## src/rtl/alu_exec_stage.sv

```systemverilog
// Single-cycle ALU execute stage: result and flags are registered one cycle after acceptance.
// A skid entry absorbs one accept under downstream stall; in_ready is registered, so out_ready never reaches it combinationally.
module alu_exec_stage #(
   parameter int DATA_W = 32,
   parameter int CNT_W  = 16
) (
   input  logic              clk,
   input  logic              rst_n,
   input  logic              in_valid,
   output logic              in_ready,
   input  logic [3:0]        alu_ctrl,
   input  logic [DATA_W-1:0] op_a,
   input  logic [DATA_W-1:0] op_b,
   output logic              out_valid,
   input  logic              out_ready,
   output logic [DATA_W-1:0] result,
   output logic              zero,
   output logic              overflow,
   output logic              illegal,
   output logic [CNT_W-1:0]  op_count
);

   localparam logic [3:0] CTRL_AND = 4'b0000;
   localparam logic [3:0] CTRL_OR  = 4'b0001;
   localparam logic [3:0] CTRL_ADD = 4'b0010;
   localparam logic [3:0] CTRL_SUB = 4'b0110;
   localparam logic [3:0] CTRL_SLT = 4'b0111;
   localparam logic [3:0] CTRL_NOR = 4'b1100;

   typedef struct packed {
      logic [DATA_W-1:0] res;
      logic              zero;
      logic              ovf;
      logic              ill;
   } entry_t;

   typedef enum logic [1:0] {
      EMPTY,
      ONE,
      TWO
   } state_t;

   state_t            state;
   state_t            state_nxt;
   entry_t            main_q;
   entry_t            skid_q;
   entry_t            alu_entry;
   logic              in_ready_q;
   logic [CNT_W-1:0]  count_q;
   logic              in_fire;
   logic              out_fire;
   logic              load_main_new;
   logic              load_main_skid;
   logic              load_skid;
   logic [DATA_W-1:0] sum;
   logic [DATA_W-1:0] diff;
   logic              sign_a;
   logic              sign_b;

   assign sum    = op_a + op_b;
   assign diff   = op_a - op_b;
   assign sign_a = op_a[DATA_W-1];
   assign sign_b = op_b[DATA_W-1];

   // Illegal codes fall through with res=0, which makes zero=1 automatically.
   always_comb begin
      alu_entry = '0;
      case (alu_ctrl)
         CTRL_AND: alu_entry.res = op_a & op_b;
         CTRL_OR:  alu_entry.res = op_a | op_b;
         CTRL_ADD: begin
            alu_entry.res = sum;
            alu_entry.ovf = (sign_a == sign_b) && (sum[DATA_W-1] != sign_a);
         end
         CTRL_SUB: begin
            alu_entry.res = diff;
            alu_entry.ovf = (sign_a != sign_b) && (diff[DATA_W-1] != sign_a);
         end
         CTRL_SLT: alu_entry.res = {{(DATA_W-1){1'b0}}, ($signed(op_a) < $signed(op_b))};
         CTRL_NOR: alu_entry.res = ~(op_a | op_b);
         default:  alu_entry.ill = 1'b1;
      endcase
      alu_entry.zero = (alu_entry.res == '0);
   end

   assign in_fire  = in_valid & in_ready_q;
   assign out_fire = out_valid & out_ready;

   always_comb begin
      state_nxt      = state;
      load_main_new  = 1'b0;
      load_main_skid = 1'b0;
      load_skid      = 1'b0;
      case (state)
         EMPTY: begin
            if (in_fire) begin
               state_nxt     = ONE;
               load_main_new = 1'b1;
            end
         end
         ONE: begin
            if (in_fire && out_fire) begin
               load_main_new = 1'b1;
            end else if (in_fire) begin
               state_nxt = TWO;
               load_skid = 1'b1;
            end else if (out_fire) begin
               state_nxt = EMPTY;
            end
         end
         TWO: begin
            if (out_fire) begin
               state_nxt      = ONE;
               load_main_skid = 1'b1;
            end
         end
         default: state_nxt = EMPTY;
      endcase
   end

   always_ff @(posedge clk) begin
      if (!rst_n) begin
         state      <= EMPTY;
         in_ready_q <= 1'b0;
      end else begin
         state      <= state_nxt;
         in_ready_q <= (state_nxt != TWO);
      end
   end

   always_ff @(posedge clk) begin
      if (!rst_n) begin
         main_q <= '0;
         skid_q <= '0;
      end else begin
         if (load_main_new) begin
            main_q <= alu_entry;
         end else if (load_main_skid) begin
            main_q <= skid_q;
         end
         if (load_skid) begin
            skid_q <= alu_entry;
         end
      end
   end

   always_ff @(posedge clk) begin
      if (!rst_n) begin
         count_q <= '0;
      end else if (out_fire && (count_q != {CNT_W{1'b1}})) begin
         count_q <= count_q + CNT_W'(1);
      end
   end

   assign in_ready  = in_ready_q;
   assign out_valid = (state != EMPTY);
   assign result    = main_q.res;
   assign zero      = main_q.zero;
   assign overflow  = main_q.ovf;
   assign illegal   = main_q.ill;
   assign op_count  = count_q;

endmodule

```

## config.mk

```make
export PLATFORM = sky130hd
export DESIGN_NAME = alu_exec_stage
export DESIGN_NICKNAME = d
export VERILOG_FILES = /design/src/rtl/alu_exec_stage.sv
export SDC_FILE = /design/constraint.sdc
export NUM_CORES = 1
export LEC_CHECK = 0
export ABC_AREA = 1
export CORE_ASPECT_RATIO = 0.75
export CORE_UTILIZATION = 58
export DETAILED_ROUTE_END_ITERATION = 10
export GPL_TIMING_DRIVEN = 0
export MAX_ROUTING_LAYER = met4
export PLACE_DENSITY = 0.94
export SYNTH_ARGS = -nofsm -noshare
export SYNTH_HDL_FRONTEND = slang
export SYNTH_SLANG_ARGS = --single-unit
```

## constraint.sdc

```tcl
create_clock -name clk -period 3.2 [get_ports clk]
set_input_delay 0.32 -clock clk [delete_from_list [all_inputs] [get_ports clk]]
set_output_delay 0.32 -clock clk [all_outputs]
set_load 0.01 [all_outputs]
```

==> metrics <==
PortBufs 124; Yosys cell types 48; fin crit share 99.3%; pwr/cell area 295 mW/mm^2; Max Root-Sink Buffers 2; area grow syn2layout 25.1%; clk root buf clkbuf_16; max-slew violations 0; cell at the slowest stage of the critical path clkbuf_1; DR vias/cell 5.79; HP Start result[7]; LEAKAGE 6.89 nW; Final Net Count 2181; HPWL after DPL 31100 um; 1st-iter DRT viols 1734; setup violators final 0; gr busiest metal met2; slew margin rel. 42.1%; Clk Latency, worst-skew pair roughly 360 ps; hold buffers post-CTS 0; share of cells above drive strength 1 11.1%; Final Instance Area 0.0130 mm^2; Final ANT Viol Nets 0; critical path startpoint category input pin; GP Congestion 1.02; Crit path required time 3420 ps; Yosys reg bits slightly below 90; syn avg cell area 5.59 um^2; status finished, final reports clean; Mapped Cells 1858; initial antenna violation count 0; total vias in the final route between 10000 and 15000; core area 0.0172 mm^2; Final min period 3180 ps; Die Y between 100 and 150 um; Critical Path AT 3400 ps; starting density of the core approximately three fifths; TritonRoute pass-1 iters 10; gr ovfl total 0; Final Skew between 6 and 7 ps; maximum number of pins on one net before global-route repair 16; Die ar. approximately 0.018 mm^2; CP cell instances clkdlybuf4s50_1, nand2_1, nor3_2, clkbuf_1, a221oi_1, nand3_2, nor2_1, nand2_1, nor2_2, nand3_4, nand2_1, nand2_1, a21oi_2; worst r2r src op_count[0]; vias in the first global route 11769; worst setup margin roughly 23 ps; Max-cap violations 0; most common cell after layout, fill and taps aside nand2_1; met2 global-route usage 62.6%; Worst Setup End Kind register; fillers ~1400; Yosys warnings 0; Routed WL 40000 um; worst slew pin tran 864 ps; CP max FO 10; Residual DRC 0; gr usage total about 43%; Reg2Reg Depth 14; Worst-path clk slew 60 ps; top_reg_cell synth dfxtp_1; Hold Path Class reg -> reg; Max stage delay on crit path 680 ps; htree depth 3; Placed Area about 0.012 mm^2; CP Class in -> reg; CP Launch Point alu_ctrl[3]; ANT cells 0; clk sinks 89; TritonCTS Buffers 9; Routed wire per std cell approximately 18 um; Peak supply drop 259 uV; asr flop ratio synth 0%; TritonCTS clock tree yes; dpl ws -643 ps; worst hold path depth 2; internal reg-to-reg setup slack 560 ps; row cnt 41; final hold viol count 0; CP dominant cell by count nand2_1; number of synthesized flops with an enable pin 0; commonest cells after routing, fill and taps aside 479 x nand2_1, 361 x inv_1, 149 x nor2_1; net count after synthesis 2035; die extent in x 157 um; first-pass GRT wire length 60900 um; Cell Area, Synth 0.0104 mm^2; M1 GR Usage about three fifths; sequential share of the synthesized area between 10% and 20%; maximum clock frequency ~310 MHz; io pins 125; M3 GR Usage 7.36%
[logic make-up after synthesis]
| logic type | share of synthesized area [%] |
|---|---|
| compound gates | 17.0 |
| xor+xnor | 0.169 |
| buf+inv | 16.6 |
| fa+ha+maj | 12.8 |
| simple gates | 36.3 |
| flops | 17.2 |
[report_power, final]
part / switching, mW / internal, mW
logic: 1.06 / 0.542
registers: 0.0141 / 1.13
clock network: 0.472 / 0.608
[area by class of cell]
| type | count | area, um^2 | area share (%) |
|---|---|---|---|
| Multi-Input combinational cell | 1326 | 7490 | 57.6 |
| Timing Repair Buffer | 135 | 1350 | 10.4 |
| Clock inverter | 6 | 68.8 | 0.530 |
| Tap cell | 236 | 295 | 2.27 |
| Clock buffer | 10 | 229 | 1.76 |
| Buffer | 68 | 374 | 2.88 |
| Sequential cell | 89 | 1780 | 13.7 |
| Inverter | 375 | 1410 | 10.8 |
[cells in the mapped netlist, types with 3 or more instances]
master    instances  area [um^2]
and3_1            4         25.0
a21oi_2           3         26.3
ha_1            103         1290
a21oi_1         151          756
inv_2             6         22.5
nor2_1          189          709
nand3_1         139          696
inv_1           366         1370
o211ai_1          6         45.0
clkbuf_1         37          139
nor3_1           15         75.1
clkinv_1          3         11.3
o21ai_0          99          495
buf_4             7         52.6
nand2_2           9         56.3
nand2_1         506         1900
a221oi_1         28          245
and2_1            3         18.8
nand4_1          19          119
a31oi_1           5         31.3
o21ai_1           3         15.0
nor2_2            9         56.3
buf_2            22          110
dfxtp_1          89         1780
o21bai_1          7         52.6
[worst max-delay path, delay by kind of cell]
kind            cells  cell delay (ps)
compound gates      2              390
simple gates        9             1430
buf+inv             2             1230
[metal layers]
| layer | share of wire [%] | vias to the layer above | routed length (um) |
|---|---|---|---|
| li1 | - | 6115 | - |
| met2 | 42 | 859 | 16600 |
| met1 | 42 | 5861 | 16600 |
| met4 | 4.5 | 0 | 1810 |
| met3 | 12 | 156 | 4910 |
| met5 | 0 | - | 0 |
[registers in the layout, summed over array words and instances (netlist names)]
name / count
skid_q: 35
result: 32
op_count: 16
state: 2
illegal: 1
in_ready: 1
overflow: 1
zero: 1
[through the flow]
stage	instances	hold slack (ps)	setup TNS, ps	util [%]	power, mW
finish	2245	468	0	75.6	3.83
global route	2245	486	-103	75.6	4.01
CTS	2236	470	0	71.6	3.60
detailed placement	2218	456	-1940	69.4	2.54
global placement	2218	449	-1230	69.4	2.51
floorplan	1858	436	0	-	2.05
[what timing repair did]
action	CTS	global route
buffers inserted	2	9
setup endpoints to repair	2	2
pin swaps	2	24
gates resized for setup	21	187
[worst paths after layout]
path	endpoint
min reg2reg	result[7]
min	result[7]
max	zero
max reg2reg	op_count[15]
Power figures use the tool's default switching activity.
